### config.mk
export PLATFORM = sky130hd
export DESIGN_NAME = bus_controller
export DESIGN_NICKNAME = d
export VERILOG_FILES = /design/src/rtl/bus_controller.sv
export SDC_FILE = /design/constraint.sdc
export NUM_CORES = 1
export LEC_CHECK = 0
export CAP_MARGIN = 5
export CORE_MARGIN = 4
export CORE_UTILIZATION = 50
export DETAILED_ROUTE_END_ITERATION = 12
export PLACE_DENSITY = 0.8
export SYNTH_ARGS = -nofsm -noshare
export SYNTH_HDL_FRONTEND = slang
export SYNTH_SLANG_ARGS = --single-unit
### constraint.sdc
create_clock -name CLK -period 4.8 [get_ports CLK]
set_clock_uncertainty 0.1 [all_clocks]
set_input_delay 0.96 -clock CLK [delete_from_list [all_inputs] [get_ports CLK]]
set_output_delay 0.96 -clock CLK [all_outputs]
set_load 0.05 [all_outputs]
### src/rtl/bus_controller.sv
// 68000 bus front end: address decode into active-low chip selects, DTACK
// generation with per-region wait states, DRAM DTACK merge, autovector VPA for
// interrupt acknowledge, bus-error watchdog and a post-reset boot ROM overlay.
module bus_controller #(
  parameter int ROM_WAIT     = 2,
  parameter int IO_WAIT      = 4,
  parameter int BERR_TIMEOUT = 255,
  parameter int BOOT_CYCLES  = 4
) (
  input  logic        CLK,
  input  logic        RST,
  input  logic        AS,
  input  logic        RW,
  input  logic [2:0]  FC,
  input  logic [22:0] ADDR_IN,
  input  logic        DTACK_DRAM,
  output logic        CS_DRAM,
  output logic        CS_ROM,
  output logic        CS_IO,
  output logic        DTACK,
  output logic        BERR,
  output logic        VPA
);

  typedef enum logic [1:0] {
    S_IDLE,
    S_WAIT,
    S_ACK,
    S_BERR
  } state_t;

  typedef enum logic [2:0] {
    R_DRAM,
    R_ROM,
    R_IO,
    R_NONE,
    R_IACK
  } region_t;

  localparam logic [7:0] ROM_WAIT_C = 8'(ROM_WAIT);
  localparam logic [7:0] IO_WAIT_C  = 8'(IO_WAIT);
  localparam logic [7:0] WDT_LAST_C = 8'(BERR_TIMEOUT - 1);
  localparam logic [7:0] BOOT_C     = 8'(BOOT_CYCLES);

  state_t     state_q, state_d;
  region_t    region_q, region_d;
  region_t    region_dec;
  logic [7:0] wait_cnt_q, wait_cnt_d;
  logic [7:0] wdt_q, wdt_d;
  logic [7:0] boot_cnt_q, boot_cnt_d;
  logic       dtack_q, dtack_d;
  logic       berr_q, berr_d;
  logic       vpa_q, vpa_d;
  logic       ack;

  // RW never changes the decode and the low address bits select nothing here.
  logic unused_inputs;
  assign unused_inputs = ^{RW, ADDR_IN[14:0]};

  // Region decode; ADDR_IN[22:k] equals byte address bits [23:k+1].
  always_comb begin
    region_dec = R_DRAM;
    if (FC == 3'b111)                   region_dec = R_IACK;
    else if (boot_cnt_q < BOOT_C)       region_dec = R_ROM;
    else if (ADDR_IN[22:18] == 5'b11110) region_dec = R_ROM;
    else if (ADDR_IN[22:15] == 8'hFF)    region_dec = R_IO;
    else if (ADDR_IN[22:18] == 5'b11111) region_dec = R_NONE;
    else                                region_dec = R_DRAM;
  end

  assign CS_DRAM = ~(~AS && (region_dec == R_DRAM));
  assign CS_ROM  = ~(~AS && (region_dec == R_ROM));
  assign CS_IO   = ~(~AS && (region_dec == R_IO));
  assign DTACK   = dtack_q & DTACK_DRAM;
  assign BERR    = berr_q;
  assign VPA     = vpa_q;

  // Next-state logic: cycle start, acknowledge/timeout arbitration, release.
  always_comb begin
    state_d    = state_q;
    region_d   = region_q;
    wait_cnt_d = wait_cnt_q;
    wdt_d      = wdt_q;
    boot_cnt_d = boot_cnt_q;
    dtack_d    = dtack_q;
    berr_d     = berr_q;
    vpa_d      = vpa_q;
    ack        = 1'b0;
    unique case (state_q)
      S_IDLE: begin
        if (!AS) begin
          region_d   = region_dec;
          wait_cnt_d = 8'd0;
          wdt_d      = 8'd0;
          state_d    = S_WAIT;
        end
      end
      S_WAIT: begin
        if (AS) begin
          state_d = S_IDLE;
        end else begin
          unique case (region_q)
            R_ROM: begin
              if (wait_cnt_q == ROM_WAIT_C) begin
                dtack_d = 1'b0;
                ack     = 1'b1;
              end else begin
                wait_cnt_d = wait_cnt_q + 8'd1;
              end
            end
            R_IO: begin
              if (wait_cnt_q == IO_WAIT_C) begin
                dtack_d = 1'b0;
                ack     = 1'b1;
              end else begin
                wait_cnt_d = wait_cnt_q + 8'd1;
              end
            end
            R_DRAM: begin
              // The DRAM's own DTACK reaches the CPU through the output AND.
              if (!DTACK_DRAM) ack = 1'b1;
            end
            R_IACK: begin
              vpa_d = 1'b0;
              ack   = 1'b1;
            end
            default: ack = 1'b0;
          endcase
          // An acknowledge on the timeout edge takes priority over BERR.
          if (ack) begin
            state_d = S_ACK;
          end else if (wdt_q == WDT_LAST_C) begin
            berr_d  = 1'b0;
            state_d = S_BERR;
          end else begin
            wdt_d = wdt_q + 8'd1;
          end
        end
      end
      S_ACK, S_BERR: begin
        if (AS) begin
          dtack_d = 1'b1;
          berr_d  = 1'b1;
          vpa_d   = 1'b1;
          state_d = S_IDLE;
          if (state_q == S_ACK && boot_cnt_q < BOOT_C)
            boot_cnt_d = boot_cnt_q + 8'd1;
        end
      end
      default: state_d = S_IDLE;
    endcase
  end

  // State register with synchronous active-low reset that re-arms the overlay.
  always_ff @(posedge CLK) begin
    if (!RST) begin
      state_q    <= S_IDLE;
      region_q   <= R_DRAM;
      wait_cnt_q <= 8'd0;
      wdt_q      <= 8'd0;
      boot_cnt_q <= 8'd0;
      dtack_q    <= 1'b1;
      berr_q     <= 1'b1;
      vpa_q      <= 1'b1;
    end else begin
      state_q    <= state_d;
      region_q   <= region_d;
      wait_cnt_q <= wait_cnt_d;
      wdt_q      <= wdt_d;
      boot_cnt_q <= boot_cnt_d;
      dtack_q    <= dtack_d;
      berr_q     <= berr_d;
      vpa_q      <= vpa_d;
    end
  end

endmodule

==> results of run 1 <==
## cells in the mapped netlist (2+ instances only)
master	n	area (µm²)
sky130_fd_sc_hd__a21oi_1	8	40.0
sky130_fd_sc_hd__a31oi_1	4	25.0
sky130_fd_sc_hd__and2_1	8	50.1
sky130_fd_sc_hd__and3_1	5	31.3
sky130_fd_sc_hd__and4_1	3	26.3
sky130_fd_sc_hd__buf_2	2	10.0
sky130_fd_sc_hd__clkbuf_1	3	11.3
sky130_fd_sc_hd__dfxtp_1	32	641
sky130_fd_sc_hd__ha_1	6	75.1
sky130_fd_sc_hd__inv_1	4	15.0
sky130_fd_sc_hd__mux2i_1	2	20.0
sky130_fd_sc_hd__nand2_1	21	78.8
sky130_fd_sc_hd__nand2b_1	5	31.3
sky130_fd_sc_hd__nand3_1	15	75.1
sky130_fd_sc_hd__nand4_1	6	37.5
sky130_fd_sc_hd__nor2_1	19	71.3
sky130_fd_sc_hd__nor2b_1	3	18.8
sky130_fd_sc_hd__nor3_1	3	15.0
sky130_fd_sc_hd__o21ai_1	10	50.1
sky130_fd_sc_hd__o31ai_1	2	15.0
sky130_fd_sc_hd__o31ai_2	3	37.5
sky130_fd_sc_hd__or3_1	2	12.5
sky130_fd_sc_hd__xnor2_1	2	17.5
sky130_fd_sc_hd__xor2_1	4	35.0
## cell usage in the layout, fill, tap and decap left out, types with 2 or more instances in the layout
cell type	n
sky130_fd_sc_hd__xnor2_1	2
sky130_fd_sc_hd__mux2i_1	2
sky130_fd_sc_hd__o31ai_2	3
sky130_fd_sc_hd__nor3_1	3
sky130_fd_sc_hd__and2_1	8
sky130_fd_sc_hd__nand4_1	6
sky130_fd_sc_hd__nor2_1	19
sky130_fd_sc_hd__ha_1	6
sky130_fd_sc_hd__clkbuf_1	2
sky130_fd_sc_hd__nor2b_1	3
sky130_fd_sc_hd__clkbuf_4	5
sky130_fd_sc_hd__and3_1	5
sky130_fd_sc_hd__nand2b_1	5
sky130_fd_sc_hd__dfxtp_1	32
sky130_fd_sc_hd__and4_1	3
sky130_fd_sc_hd__nand2_1	21
sky130_fd_sc_hd__xor2_1	4
sky130_fd_sc_hd__a21oi_1	8
sky130_fd_sc_hd__clkdlybuf4s50_1	20
sky130_fd_sc_hd__inv_1	4
sky130_fd_sc_hd__or3_1	2
sky130_fd_sc_hd__o21ai_1	10
sky130_fd_sc_hd__nand3_1	15
sky130_fd_sc_hd__a31oi_1	4
sky130_fd_sc_hd__o31ai_1	2
## through the flow
| stage | hold WS, ps | setup WS (ps) | utilization | cell area, µm² | power (mW) |
|---|---|---|---|---|---|
| finish | 364 | 818 | 0.614 | 1890 | 0.481 |
| detailed placement | 345 | 825 | 0.595 | 1830 | 0.325 |
| CTS | 370 | 819 | 0.614 | 1890 | 0.487 |
| global placement | 344 | 828 | 0.595 | 1830 | 0.325 |
| global route | 401 | 670 | 0.614 | 1890 | 0.502 |
| floorplan | 330 | 1810 | - | 1610 | 0.305 |
## cell type report
| class | instances | area share |
|---|---|---|
| multi-input combinational | 148 | 0.485 |
| clock buffer | 8 | 0.0311 |
| tap | 44 | 0.0291 |
| sequential | 32 | 0.339 |
| timing repair buffer | 20 | 0.106 |
| inverter | 5 | 0.00993 |
## critical path, stage by stage
cell,delay [ps]
sky130_fd_sc_hd__clkdlybuf4s50_1,500
sky130_fd_sc_hd__nand4_1,80
sky130_fd_sc_hd__a22oi_1,230
sky130_fd_sc_hd__a31oi_1,110
sky130_fd_sc_hd__or3_1,330
sky130_fd_sc_hd__clkdlybuf4s50_1,710
## power by group through the flow
| stage | clock network, mW | logic [mW] | registers, mW |
|---|---|---|---|
| detailed placement | 0 | 0.0476 | 0.278 |
| floorplan | 0 | 0.0290 | 0.276 |
| CTS | 0.167 | 0.0479 | 0.271 |
| global placement | 0 | 0.0474 | 0.277 |
| finish | 0.162 | 0.0481 | 0.272 |
| global route | 0.177 | 0.0531 | 0.272 |
## flip-flops by register name, indices dropped and copies added, names as in the netlist
register / count
wdt_q: 8
BERR: 1
state_q: 2
boot_cnt_q: 8
VPA: 1
wait_cnt_q: 8
dtack_q: 1
region_q: 3
## kinds of logic (layout without fill, tap and decap cells)
group                      count (synthesis)  count (layout)  synth area share
buffers and inverters                     11              33            0.0319
AOI/OAI and AO/OA                         37              37             0.159
xor gates and xnor gates                   6               6            0.0327
muxes                                      2               2            0.0124
DFF                                       32              32             0.398
adders and majority gates                  6               6            0.0467
and+or+nand+nor                           97              97             0.319
## final timing paths
check / cells past startpoint / slack (ps) / start / to
hold / removal: 1 / 360 / boot_cnt_q[4] / boot_cnt_q[4]
setup / recovery: 6 / 820 / ADDR_IN[18] / CS_IO
setup reg to reg: 7 / 2370 / wait_cnt_q[0] / wdt_q[3]
hold reg to reg: 1 / 360 / boot_cnt_q[4] / boot_cnt_q[4]
## per-layer routing
metal | GRT usage | up-vias
met5 | 0 | -
met4 | 0.0712 | 0
met3 | 0.0537 | 6
met2 | 0.284 | 29
met1 | 0.227 | 636
li1 | - | 730
==> metrics.md, run 1 <==
| Metric | Value |
|---|---|
| Buffers added on ports | 20 |
| Fraction of final layout cells sized beyond drive strength 1 | 0.0610 |
| Die boundary height | between 60 and 70 µm |
| Post-synthesis instance area | about 0.0016 mm² |
| Worst IR drop on VDD | 0.162 mV |
| Antenna cells | 0 |
| Cells after DPL | between 200 and 250 |
| Overflow left after global routing | 0 |
| Total negative slack | 0 ps |
| Crit share post-route | 0.830 |
| Highest metal used | met4 |
| HPWL after detailed placement | 2.42 mm |
| Antenna violations before repair | 0 |
| Wire per inst | 12.9 µm |
| Share of total power in the clock network | 0.336 |
| Layout Nets | 249 |
| Synthesized net count | around 230 |
| Required time of the critical path | ~3700 ps |
| Cell count after synthesis | 191 |
| Combinational share of power | 0.100 |
| Final Wtd Congestion | between 0.8 and 0.9 |
| Wire length of the first global-routing pass | slightly below 6 mm |
| Part of the Yosys area used for sequential elements | 0.398 |
| Initial core utilization | 0.523 |
| Vias in the first global route | roughly 1400 |
| Nature of the critical path endpoint | output port |
| EDFF count, synth | 0 |
| Slew Limit Headroom | 0.573 |
| Maximum fanout encountered on the critical timing path | 3 |
| Largest net degree at the start of global routing | 16 |
| Net load switching power | approximately 0.12 mW |
| Total number of yosys warnings | 0 |
| Number of remaining DRC errors | 0 |
| Number of different library cells in the post-synthesis netlist | between 40 and 50 |
| Chip Width | between 60 and 70 µm |
| Root buffer selected by CTS | sky130_fd_sc_hd__clkbuf_4 |
| Number of top-level pins | 37 |
| Maximum level of the CTS H-tree | 2 |
| Total of fill cells in the finished design | ~290 |
| Setup violations, final | 0 |
| Count of TritonRoute iterations in the first routing pass | 4 |
| Startpoint type of the worst setup path | input port |
| Worst-Margin Slew | 640 ps |
| Total setup buffers inserted after CTS | 0 |
| CTS Buf Count | 5 |
| Unrepaired setup endpoints after global routing | false |
| Total routing resource utilization after global routing | 0.179 |
| Final hold violation count | 0 |
| Worst-Skew Late Latency | 330 ps |
| Classification of the worst setup path | in -> out |
| Routed wire length on met2 | between 1 and 1.5 mm |
| Post-route antenna net violation count | 0 |
| Wire length on met1 | between 1.5 and 2 mm |
| Number of slew-limit violations in the final report | 0 |
| Detailed-route wire length | approximately 3.3 mm |
| TritonCTS clock tree | done |
| Full die area | 0.00419 mm² |
| Core ar. | about 0.0031 mm² |
| Routed wl met3 | 142 µm |
| Proportion of total power due to net switching | 0.252 |
| Number of violations of the max-capacitance limit | 0 |
| Synthesized area per cell | approximately 8.4 µm² |
| Count of clock tree sinks | 32 |
| Leakage component of the power | ~0.70 nW |
| Bufs on Longest Clock Path | 2 |
| Reg clk slew, reported paths | 90 ps |
| Site row count | 20 |
| Power density over the cells | approximately 250 mW/mm² |
| Tightest Hold Check Type | reg -> reg |
| Multi-input logic area | 917 µm² |
| Internal portion of total power | between 0.3 and 0.4 mW |
| Area growth syn-to-layout | 17.5% |
| Sequential fraction of design power | 0.564 |
| Routed vias | approximately 1400 |
| Run status | complete, no violations |
| Final min period | between 3000 and 4000 ps |
| Total area of sequential cells | 641 µm² |
| Achievable Freq | about 250 MHz |
| Hold buffer count at cts | 0 |
| Post-route non-filler standard cell count | 257 |
| Synthesis-stage register bit count | 32 |
| Cells resized by post-CTS repair | 0 |
| Share of synthesized flip-flops with an asynchronous set or reset | 0 |
| DR vias/cell | around 5.5 |
| First-iteration detailed-routing DRC count | between 60 and 70 |
| Data arrival time of the worst path | around 3000 ps |
| Most used flip-flop cell after synthesis | sky130_fd_sc_hd__dfxtp_1 |
Power figures use the tool's default switching activity.
==> run 2: changes to the inputs <==
Settings changed: CORE_UTILIZATION 50 to 49, PLACE_DENSITY 0.8 to 0.78.
Clock period 4.8 ns to 3.7 ns, I/O delays scaled along.
==> run 2 against run 1 <==
  * Design area up 0.13%
  * Final cell count is 0.39% higher
  * Sequential share of layout area barely moved
  * Clock-buffer cell count shrank 2
  * Sequential power up 29%
  * Power up 30%
  * Worst setup slack worse by 150 ps
  * Highest routed layer unchanged
==> metrics.md, run 2 (synthesized netlist as in run 1, its figures left out) <==
| Metric | Value |
|---|---|
| TritonCTS clock tree | done |
| Antenna violations before repair | 0 (unchanged) |
| Die boundary height | 65.3 µm (+0.89%) |
| HPWL after detailed placement | 2.73 mm (+13%) |
| Detailed-route wire length | 3.76 mm (+13%) |
| Classification of the worst setup path | in -> out |
| Maximum level of the CTS H-tree | 2 (unchanged) |
| Site row count | 20 (unchanged) |
| Slowest stage cell on the critical path | sky130_fd_sc_hd__clkdlybuf4s50_1 |
| Reg clk slew, reported paths | 90 ps (about the same) |
| Most common cell after layout, fill and taps aside | sky130_fd_sc_hd__dfxtp_1 |
| Maximum fanout encountered on the critical timing path | 3 (unchanged) |
| Number of violations of the max-capacitance limit | 0 (unchanged) |
| Data arrival time of the worst path | 2200 ps (-720 ps) |
| Nature of the critical path endpoint | output port |
| Fraction of final layout cells sized beyond drive strength 1 | 0.0888 (+0.0278) |
| Final min period | slightly above 3000 ps |
| Multi-input logic area | 917 µm² (unchanged) |
| Core ar. | 0.00310 mm² (+0.81%) |
| Number of slew-limit violations in the final report | 0 (unchanged) |
| Final Wtd Congestion | 0.869 (+3.4%) |
| Largest net degree at the start of global routing | 16 (unchanged) |
| First-iteration detailed-routing DRC count | 96 (+43%) |
| Number of cells on the worst reg-to-reg path | 7 (unchanged) |
| Worst IR drop on VDD | 0.228 mV (+40%) |
| Run status | complete, no violations |
| Number of top-level pins | 37 (unchanged) |
| Hold Path Depth | 1 (unchanged) |
| DR vias/cell | 5.83 (+7.0%) |
| Series of cell instances along the critical path | clkdlybuf4s50_1, and4_1, a22oi_1, a31oi_1, or3_1, buf_4 |
| Wire per inst | 14.6 µm (+13%) |
| Delay of the slowest critical-path stage | 400 ps (-310 ps) |
| Post-route antenna net violation count | 0 (unchanged) |
| Power density over the cells | 329 mW/mm² (+29%) |
| Setup violations, final | 0 (unchanged) |
| Worst-Skew Late Latency | 330 ps (about the same) |
| Number of remaining DRC errors | 0 (unchanged) |
| Cells resized by post-CTS repair | 0 (unchanged) |
| Buffers added on ports | 20 (unchanged) |
| Total negative slack | 0 ps (unchanged) |
| Leakage component of the power | 0.706 nW (+1.5%) |
| Initial core utilization | 0.519 (-0.00422) |
| Root buffer selected by CTS | sky130_fd_sc_hd__clkbuf_4 |
| Overflow left after global routing | 0 (unchanged) |
| Slew Limit Headroom | 0.547 (-0.0259) |
| Wire length of the first global-routing pass | 6.42 mm (+9.1%) |
| Antenna cells | 0 (unchanged) |
| Required time of the critical path | 2860 ps (-880 ps) |
| Final cell area excluding filler cells | 0.00189 mm² (+0.13%) |
| Routed vias | 1505 (+7.4%) |
| Count of TritonRoute iterations in the first routing pass | 4 (unchanged) |
| Total routing resource utilization after global routing | 0.195 (+0.0155) |
| Total area of sequential cells | 641 µm² (unchanged) |
| Vias in the first global route | 1483 (+8.2%) |
| CTS Buf Count | 5 (unchanged) |
| Worst-Margin Slew | 679 ps (+38.8 ps) |
| Full die area | 0.00426 mm² (+1.8%) |
| Unrepaired setup endpoints after global routing | false |
| Layout Nets | 250 (+0.40%) |
| Post-detailed-placement cell area | 0.00183 mm² (unchanged) |
| Leading registers by flop count | boot_cnt_q (8), wait_cnt_q (8), wdt_q (8) |
| Startpoint type of the worst setup path | input port |
| Achievable Freq | ~330 MHz |
| Tightest Hold Check Type | reg -> reg |
| Bufs on Longest Clock Path | 2 (unchanged) |
| Count of clock tree sinks | 32 (unchanged) |
| Area growth syn-to-layout | 17.7% |
| Final hold violation count | 0 (unchanged) |
| Hold buffer count at cts | 0 (unchanged) |
| Total setup buffers inserted after CTS | 0 (unchanged) |
| Chip Width | 65.3 µm (+0.89%) |
| Total of fill cells in the finished design | 300 (+2.7%) |
| Commonest cells after routing, fill and taps aside | sky130_fd_sc_hd__dfxtp_1, sky130_fd_sc_hd__nand2_1, sky130_fd_sc_hd__nor2_1 |
| Crit share post-route | 0.820 |
## run 2: cell count changes in the layout (fill, tap and decap cells not counted)
cell                              change
sky130_fd_sc_hd__clkbuf_1             -2
sky130_fd_sc_hd__clkdlybuf4s50_1      -3
sky130_fd_sc_hd__clkinv_2             +2
sky130_fd_sc_hd__buf_4                +4
## run 2: metal layers
layer | GRT usage | part of all wire | up-vias
li1 | - | - | 735
met1 | 0.230 | 0.44 | 717
met2 | 0.325 | 0.50 | 43
met3 | 0.0462 | 0.043 | 10
met4 | 0.104 | 0.016 | 0
met5 | 0 | 0 | -
## run 2: metrics by stage
step / hold slack [ps] / power (mW) / worst slack (ps) / std cells / utilization
6_report: 373 / 0.623 / 665 / 258 / 0.610
5_1_grt: 400 / 0.653 / 549 / 258 / 0.610
4_1_cts: 375 / 0.628 / 685 / 258 / 0.610
3_5_place_dp: 347 / 0.423 / 688 / 250 / 0.590
3_3_place_gp: 344 / 0.421 / 691 / 250 / 0.590
2_1_floorplan: 330 / 0.395 / 1150 / 191 / -
## run 2: final timing paths
path,startpoint,end,slack (ps)
worst max-delay path,ADDR_IN[19],CS_IO,660
worst min-delay path,boot_cnt_q[7],boot_cnt_q[7],370
worst max register to register,wait_cnt_q[0],wdt_q[7],1200
worst min register to register,boot_cnt_q[7],boot_cnt_q[7],370
## run 2: worst max-delay path, delay by kind of cell
family,cells,cell delay (ps)
AOI/OAI and AO/OA,2,340
buffers and inverters,2,590
and+or+nand+nor,2,520
## run 2: final cells by class
class	count	share of cell area
clock buffers	6	0.0271
clock inverters	2	0.00529
inverters	5	0.00991
multi-input cells	148	0.484
flip-flops and latches	32	0.338
well taps	44	0.0291
repair buffers	21	0.106
## run 2: where the power goes
group	internal, mW	total [mW]	leakage [nW]	switching (mW)
combinational	0.0268	0.0638	0.410	0.0370
clock	0.0903	0.207	0.0380	0.117
sequential	0.347	0.352	0.258	0.00516
==> run 3: changes to the inputs <==
Settings changed: CORE_UTILIZATION 49 to 44, PLACE_DENSITY 0.78 to 0.74.
Clock period 3.7 ns to 2.7 ns, I/O delays scaled along.
==> run 3 against run 2 <==
  * Sequential share of layout area down 1.7 points
  * Non-clock buffer count rose by 4
  * Largest cell class unchanged
  * Sequential power is 37% higher
  * Critical endpoint unchanged
  * Clock-buffer cell count did not move
  * First-iteration DRC count rose by 32%
  * Combinational power grew 50%
  * Wire length shrank 6.6%
  * Die area is 9.9% higher
==> metrics.md, run 3 (synthesized netlist as in run 1, its figures left out) <==
| Metric | Value |
|---|---|
| Post-Place Worst Slack | 80.3 ps (-607 ps) |
| Buffers added on ports | 20 (unchanged) |
| Setup violations, final | 0 (unchanged) |
| Nature of the critical path endpoint | output port |
| Number of cells on the worst reg-to-reg path | 8 (+1) |
| Achievable Freq | around 380 MHz |
| Data arrival time of the worst path | 1970 ps (-230 ps) |
| Wire per inst | 13.3 µm (-8.4%) |
| Fraction of final layout cells sized beyond drive strength 1 | 0.106 (+0.0172) |
| Worst-Skew Late Latency | 280 ps (-50 ps) |
| Startpoint type of the worst setup path | input port |
| Worst IR drop on VDD | 0.282 mV (+24%) |
| Final hold violation count | 0 (unchanged) |
| Minimum setup slack in the final design | 85.7 ps (-579 ps) |
| Commonest cells after routing, fill and taps aside | sky130_fd_sc_hd__dfxtp_1, sky130_fd_sc_hd__nand2_1, sky130_fd_sc_hd__nor2_1 |
| Antenna cells | 0 (unchanged) |
| Number of slew-limit violations in the final report | 0 (unchanged) |
| Required time of the critical path | 2060 ps (-800 ps) |
| Final min period | roughly 2600 ps |
| Bufs on Longest Clock Path | 2 (unchanged) |
| Root buffer selected by CTS | sky130_fd_sc_hd__clkbuf_8 |
| Core ar. | 0.00344 mm² (+11%) |
| Area growth syn-to-layout | 24.0% |
| Chip Width | 68.5 µm (+4.8%) |
| Hold buffer count at cts | 0 (unchanged) |
| Classification of the worst setup path | in -> out |
| Routed vias | 1448 (-3.8%) |
| Worst-Margin Slew | 496 ps (-183 ps) |
| Most common cell after layout, fill and taps aside | sky130_fd_sc_hd__dfxtp_1 |
| Reg clk slew, reported paths | 60 ps (-30 ps) |
| Crit share post-route | 0.968 |
| Overflow left after global routing | 0 (unchanged) |
| Full die area | 0.00469 mm² (+9.9%) |
| Final Wtd Congestion | 0.819 (-5.8%) |
| DR vias/cell | 5.51 (-5.6%) |
| Run status | complete, no violations |
| Unrepaired setup endpoints after global routing | false |
| Number of violations of the max-capacitance limit | 0 (unchanged) |
| Hold Path Depth | 1 (unchanged) |
| Total routing resource utilization after global routing | 0.175 (-0.0199) |
| Post-Route Utilization | 0.579 (-0.0307) |
| Post-route antenna net violation count | 0 (unchanged) |
| Total negative slack | 0 ps (unchanged) |
| Vias in the first global route | 1344 (-9.4%) |
| Number of remaining DRC errors | 0 (unchanged) |
| Count of TritonRoute iterations in the first routing pass | 4 (unchanged) |
| Worst setup path startpoint | ADDR_IN[22] |
| Slew Limit Headroom | 0.668 (+0.121) |
| Power density over the cells | 461 mW/mm² (+40%) |
| Largest net degree at the start of global routing | 15 (-1) |
| Maximum level of the CTS H-tree | 2 (unchanged) |
| Number of top-level pins | 37 (unchanged) |
| Tightest Hold Check Type | reg -> reg |
| Leakage component of the power | 0.752 nW (+6.4%) |
| Antenna violations before repair | 0 (unchanged) |
| Count of clock tree sinks | 32 (unchanged) |
| Detailed-route wire length | 3.51 mm (-6.6%) |
| Initial core utilization | 0.467 (-0.0511) |
| Wire length of the first global-routing pass | 6.02 mm (-6.2%) |
| HPWL after detailed placement | 2.57 mm (-6.1%) |
| Site row count | 21 (+5.0%) |
| Layout Nets | 254 (+1.6%) |
| Post-detailed-placement cell area | 0.00191 mm² (+4.4%) |
| TritonCTS clock tree | done |
| Maximum fanout encountered on the critical timing path | 3 (unchanged) |
| Reg-to-reg critical path startpoint | wait_cnt_q[0] |
| Launch instance of the worst min-delay path | boot_cnt_q[4] |
| Die boundary height | 68.5 µm (+4.8%) |
| CTS Buf Count | 5 (unchanged) |
| Final cell area excluding filler cells | 0.00199 mm² (+5.4%) |
| Leading registers by flop count | boot_cnt_q (8), wait_cnt_q (8), wdt_q (8) |
| First-iteration detailed-routing DRC count | 127 (+32%) |
-- run 3: critical path, stage by stage --
cell and delay (ps):
sky130_fd_sc_hd__clkdlybuf4s50_1 450, sky130_fd_sc_hd__and4_1 220, sky130_fd_sc_hd__nand4_1 160, sky130_fd_sc_hd__or3_1 430, sky130_fd_sc_hd__buf_12 170
-- run 3: path summary, 6_finish.rpt --
path | slack [ps] | to
worst max-delay path | 90 | CS_IO
worst min-delay path | 360 | boot_cnt_q[4]
worst max register to register | 570 | wait_cnt_q[2]
worst min register to register | 360 | boot_cnt_q[4]
-- run 3: where the power goes --
part / leakage (nW) / total (mW) / internal (mW) / switching [mW]
Combinational: 0.452 / 0.0956 / 0.0440 / 0.0515
Clock: 0.0410 / 0.340 / 0.175 / 0.165
Sequential: 0.258 / 0.483 / 0.476 / 0.00724
-- run 3: metal layers --
metal | track usage | wire, µm | share of wire
met5 | 0 | 0 | 0
met4 | 0.0893 | 58 | 0.017
met2 | 0.253 | 1510 | 0.43
met1 | 0.232 | 1740 | 0.50
met3 | 0.0525 | 200 | 0.057
-- run 3: stage by stage --
step	hold slack [ps]	instances	power [mW]
after CTS	364	263	0.936
after global placement	344	256	0.588
final	358	263	0.919
after global routing	383	263	0.965
after detailed placement	348	256	0.589
after floorplan	330	191	0.542
-- run 3: repair_timing --
item | CTS | global route
buffers inserted | 0 | 0
resized for setup | 0 | 1
setup endpoints to repair | 0 | 1
-- run 3: cell type report --
| type | count | area [µm²] |
|---|---|---|
| fill | 332 | 1450 |
| multi-input combinational | 148 | 922 |
| sequential | 32 | 641 |
| timing repair buffer | 25 | 278 |
| clock buffer | 6 | 72.6 |
| tap | 46 | 57.6 |
| inverter | 5 | 18.8 |
| clock inverter | 1 | 5.00 |
